$ cat src/rtl/pc_unit.sv
// -----------------------------------------------------------------------------
// pc_unit -- program counter / next-PC generator at the head of the fetch stage
//
// Generates the fetch address for instruction memory: sequential increment on
// each accepted fetch, branch/jump redirect, trap entry, halt/resume, and an
// alignment check on redirect targets (a misaligned target vectors to EXC_VEC).
//
// Ports:
//   clk             in   1      clock, all state changes on rising edge
//   rst             in   1      synchronous reset, active-high
//   redirect_valid  in   1      branch/jump taken this cycle
//   redirect_target in   XLEN   redirect destination
//   trap_valid      in   1      trap/interrupt entry this cycle
//   trap_vector     in   XLEN   trap handler address (low bits forced aligned)
//   halt_req        in   1      stop fetching (RUN -> HALT)
//   resume_req      in   1      leave HALT with pc unchanged
//   fetch_ready     in   1      fetch stage accepts pc_out this cycle
//   pc_out          out  XLEN   current fetch PC
//   pc_valid        out  1      pc_out is a valid fetch request (state RUN)
//   misalign_exc    out  1      one-cycle pulse after a misaligned redirect
//   misalign_addr   out  XLEN   last offending redirect target
//   state_out       out  2      0 = BOOT, 1 = RUN, 2 = HALT
//   fetch_count     out  CNT_W  completed handshakes (wraps)
// -----------------------------------------------------------------------------
module pc_unit #(
   parameter int unsigned     XLEN      = 64,
   parameter logic [XLEN-1:0] RESET_VEC = '0,
   parameter logic [XLEN-1:0] EXC_VEC   = XLEN'('h100),
   parameter int unsigned     IALIGN    = 32,
   parameter int unsigned     INC       = 4,
   parameter int unsigned     CNT_W     = 32
) (
   input  logic             clk,
   input  logic             rst,
   input  logic             redirect_valid,
   input  logic [XLEN-1:0]  redirect_target,
   input  logic             trap_valid,
   input  logic [XLEN-1:0]  trap_vector,
   input  logic             halt_req,
   input  logic             resume_req,
   input  logic             fetch_ready,
   output logic [XLEN-1:0]  pc_out,
   output logic             pc_valid,
   output logic             misalign_exc,
   output logic [XLEN-1:0]  misalign_addr,
   output logic [1:0]       state_out,
   output logic [CNT_W-1:0] fetch_count
);

   // Low address bits that must be zero for a legal instruction address.
   localparam logic [XLEN-1:0] ALIGN_MASK = XLEN'(IALIGN / 8 - 1);

   typedef enum logic [1:0] {
      ST_BOOT = 2'd0,
      ST_RUN  = 2'd1,
      ST_HALT = 2'd2
   } state_t;

   state_t state;
   logic   handshake;

   function automatic logic is_misaligned(input logic [XLEN-1:0] addr);
      return (addr & ALIGN_MASK) != '0;
   endfunction

   function automatic logic [XLEN-1:0] align_down(input logic [XLEN-1:0] addr);
      return addr & ~ALIGN_MASK;
   endfunction

   // Both flags are decoded straight from the state register, so they
   // change only on a clock edge.
   assign pc_valid  = (state == ST_RUN);
   assign state_out = state;
   assign handshake = pc_valid && fetch_ready;

   always_ff @(posedge clk) begin
      if (rst) begin
         state         <= ST_BOOT;
         pc_out        <= RESET_VEC;
         misalign_exc  <= 1'b0;
         misalign_addr <= '0;
         fetch_count   <= '0;
      end else begin
         // Exception flag is a pulse; only the misaligned-redirect branch sets it.
         misalign_exc <= 1'b0;
         case (state)
            ST_BOOT: begin
               state  <= ST_RUN;
               pc_out <= RESET_VEC;
            end
            ST_RUN: begin
               // Counted even when a trap or redirect overrides the next PC.
               if (handshake)
                  fetch_count <= fetch_count + CNT_W'(1);
               if (trap_valid) begin
                  pc_out <= align_down(trap_vector);
               end else if (redirect_valid) begin
                  if (is_misaligned(redirect_target)) begin
                     pc_out        <= EXC_VEC;
                     misalign_exc  <= 1'b1;
                     misalign_addr <= redirect_target;
                  end else begin
                     pc_out <= redirect_target;
                  end
               end else if (handshake) begin
                  pc_out <= pc_out + XLEN'(INC);
               end
               // A trap in the same cycle keeps the core running.
               if (halt_req && !trap_valid)
                  state <= ST_HALT;
            end
            ST_HALT: begin
               // Redirects are dropped while halted; trap wins over resume.
               if (trap_valid) begin
                  pc_out <= align_down(trap_vector);
                  state  <= ST_RUN;
               end else if (resume_req) begin
                  state <= ST_RUN;
               end
            end
            default: begin
               state <= ST_BOOT;
            end
         endcase
      end
   end

endmodule
$ cat config.mk
export PLATFORM = sky130hd
export DESIGN_NAME = pc_unit
export DESIGN_NICKNAME = d
export VERILOG_FILES = /design/src/rtl/pc_unit.sv
export SDC_FILE = /design/constraint.sdc
export NUM_CORES = 1
export LEC_CHECK = 0
export CAP_MARGIN = 10
export CORE_ASPECT_RATIO = 2
export CORE_MARGIN = 1
export CORE_UTILIZATION = 29
export DETAILED_ROUTE_END_ITERATION = 16
export PLACE_DENSITY = 0.66
export SYNTH_ARGS = -nofsm -noshare
export SYNTH_HDL_FRONTEND = slang
export SYNTH_SLANG_ARGS = --single-unit
$ cat constraint.sdc
create_clock -name clk -period 2.3 [get_ports clk]
set_input_delay 0.46 -clock clk [delete_from_list [all_inputs] [get_ports clk]]
set_output_delay 0.46 -clock clk [all_outputs]
set_load 0.02 [all_outputs]
==> impl_metrics.json <==
{
  "outcome": "finished clean",
  "power_frac_seq": 0.404,
  "r2r_cells": 7,
  "fin_skew_ps": 10.6,
  "routed_wl_um": 37700,
  "clk_latency_ps": 450,
  "slew_headroom": 0.584,
  "leakage_nw": 4.73,
  "clock_path_buffers": 2,
  "fin_ws_ps": 80.4,
  "pwr-share-comb": 0.183,
  "syn_inst": 1076,
  "final_util": 0.463,
  "firstDrtPassIters": 5,
  "die_area_mm2": 0.0300,
  "critPathMaxFanout": 5,
  "grt_overflow": 0,
  "cp-end-kind": "register",
  "routed.top_layer": "met4",
  "fin_crit_ps": 2220,
  "routabilityCongestion": 0.926,
  "finalSetupViolations": 0,
  "routed-via-count": 9725,
  "clock_sinks": 163,
  "io_buffers": 296,
  "maxCapViolCount": 0,
  "syn_nets": 1218,
  "peakVddDrop_mv": 0.546,
  "wirelength_met1_um": 12900,
  "final_nets": 1589,
  "holdPathStages": 2,
  "cts-htree-levels": 4,
  "worstSetupPathType": "reg2reg",
  "cts-root-buf": "clkbuf_16",
  "hold_buffers": 0,
  "die_x_um": 123,
  "cts_setup_buffers": 0,
  "rsz0062_at_grt": "no",
  "critPathArrivalTime_ps": 2560,
  "via_per_inst": 5.34,
  "p_int_mw": 5.20,
  "rows": 88,
  "fin_hold_ws_ps": 454,
  "wl_met2_um": 19900,
  "cts_tree": "done",
  "p_switching_mw": 2.14,
  "required_ps": 2640,
  "grt_usage": 0.254,
  "final_cells": 1821,
  "tightest_slew_ps": 624,
  "critPathLaunchType": "register",
  "start_util": 0.295,
  "place_ws_ps": -395,
  "hold_path.class": "reg2reg",
  "ios": 299,
  "clockPowerShare": 0.413,
  "grt_max_degree": 59,
  "seq_area_frac_synth": 0.384,
  "ys_warn_count": 0,
  "clock.fmax_mhz": 451,
  "drive_above_1_share": 0.127,
  "async_flop_share": 0,
  "hold_viol": 0,
  "swShare": 0.292,
  "synth_edf_count": 0,
  "antenna_found_initial": 1,
  "numCtsBuffers": 17,
  "core_area_mm2": 0.0288,
  "grt_pass1_vias": 9777,
  "fin_crit_sh": 0.965,
  "ys_dominant_reg_cell": "dfxtp_1",
  "ys_seq_elements": 163,
  "grt_pass1_wl_um": 56200,
  "fp.dieH_um": 244,
  "powerDensity_mw_per_mm2": 550,
  "dpl.hpwl_um": 29900,
  "maxSlewViolCount": 0,
  "synth_cell_types": 72,
  "clk_pin_slew_worst_paths_ps": 70,
  "syn_area_per_cell_um2": 7.90,
  "synth_area_mm2": 0.00850,
  "drtAntennaViolNets": 0,
  "drtIter0Drc": 547,
  "wl_per_cell_um": 20.7,
  "remaining_drc_errors": 0,
  "syn_to_final_growth_pct": 57.0,
  "met3_length_um": 1940,
  "dp_cells": 1788
}
-- metrics by stage --
step                      total power, mW  area [um2]  TNS [ps]
after floorplan                      3.55        8510         0
after global placement               4.35       12700    -10640
after detailed placement             4.36       12700    -12210
after CTS                            7.39       13300         0
after global routing                 7.60       13300         0
final                                7.34       13300         0
-- repair_timing --
item | in CTS | in global routing
pin swaps | 0 | 1
resized for setup | 1 | 5
setup endpoints to repair | 1 | 7
endpoints found under the hold margin | 0 | 0
-- sequential cells by signal, indices dropped and copies added, names as in the netlist --
| name | count |
|---|---|
| fetch_count | 32 |
| misalign_addr | 64 |
| state_out | 2 |
| misalign_exc | 1 |
| pc_out | 64 |
-- metal layers --
metal,vias to the layer above,global-route usage
li1,4647,-
met1,4609,0.248
met2,353,0.461
met3,116,0.0518
met4,0,0.189
met5,-,0
-- worst max-delay path: stages, from the launching register on --
cell     delay [ps]
dfxtp_1         410
and3_1          250
and4_1          350
buf_4           180
nand4_4          90
nor3_1          370
o21ai_0         140
a211o_1         300
-- power groups by stage --
stage	Sequential (mW)	Combinational, mW	Clock [mW]
after global placement	3.02	1.33	0
after global routing	2.97	1.43	3.21
final	2.96	1.34	3.03
after detailed placement	3.02	1.34	0
after CTS	2.96	1.34	3.09
after floorplan	3.11	0.439	0
-- layout make-up --
| type | instances | area [um2] |
|---|---|---|
| inverter | 10 | 37.5 |
| antenna | 1 | 2.50 |
| clock inverter | 15 | 190 |
| multi-input combinational | 837 | 4950 |
| clock buffer | 17 | 425 |
| timing repair buffer | 418 | 4030 |
| sequential | 163 | 3260 |
| fill | 2866 | 15500 |
| tap | 360 | 450 |
-- logic make-up after synthesis --
family / Yosys count / synth area share
compound gates: 301 / 0.224
xor+xnor: 59 / 0.0608
fa+ha+maj: 7 / 0.0103
buf+inv: 76 / 0.0381
flops: 163 / 0.384
mux: 11 / 0.0131
simple gates: 459 / 0.270
-- synthesized netlist by cell type (9+ instances only) --
| library cell | n | area (um2) |
|---|---|---|
| and2_1 | 14 | 87.6 |
| a22oi_1 | 46 | 345 |
| clkbuf_1 | 48 | 180 |
| mux2i_1 | 10 | 100 |
| xnor2_1 | 25 | 219 |
| inv_1 | 10 | 37.5 |
| dfxtp_1 | 163 | 3260 |
| buf_2 | 10 | 50.1 |
| nor3_1 | 16 | 80.1 |
| nor2_1 | 63 | 236 |
| a22o_1 | 17 | 149 |
| nand3_1 | 41 | 205 |
| o21ai_0 | 74 | 370 |
| xor2_1 | 34 | 298 |
| a21oi_1 | 96 | 480 |
| nand4_1 | 25 | 156 |
| a31oi_1 | 12 | 75.1 |
| nand2_1 | 208 | 781 |
| nor4_1 | 9 | 56.3 |
| and4_1 | 22 | 193 |
| and3_1 | 22 | 138 |
-- layout by cell type (no fill, tap or decap), drive strengths merged, types with 3 or more instances in the layout --
cell	n
clkdlybuf4s50	294
nand2	208
dfxtp	163
buf	123
a21oi	96
o21ai	76
nor2	65
a22oi	46
nand3	43
xor2	34
nand4	26
and3	26
xnor2	25
and4	23
nor3	19
inv	18
a22o	17
clkbuf	17
and2	16
a31oi	12
nor4	12
mux2i	10
or3	9
ha	7
o211ai	5
o311ai	5
o22ai	5
a211o	4
nand2b	3
o31ai	3
o31a	3
o221ai	3
o41a	3
nor2b	3
clkinv	3
-- worst paths after layout --
kind | end | start | slack (ps)
setup / recovery | pc_out[37] | pc_out[22] | 80
hold / removal | misalign_addr[16] | misalign_addr[16] | 450
setup reg to reg | pc_out[37] | pc_out[22] | 80
hold reg to reg | misalign_addr[16] | misalign_addr[16] | 450
Power figures use the tool's default switching activity.
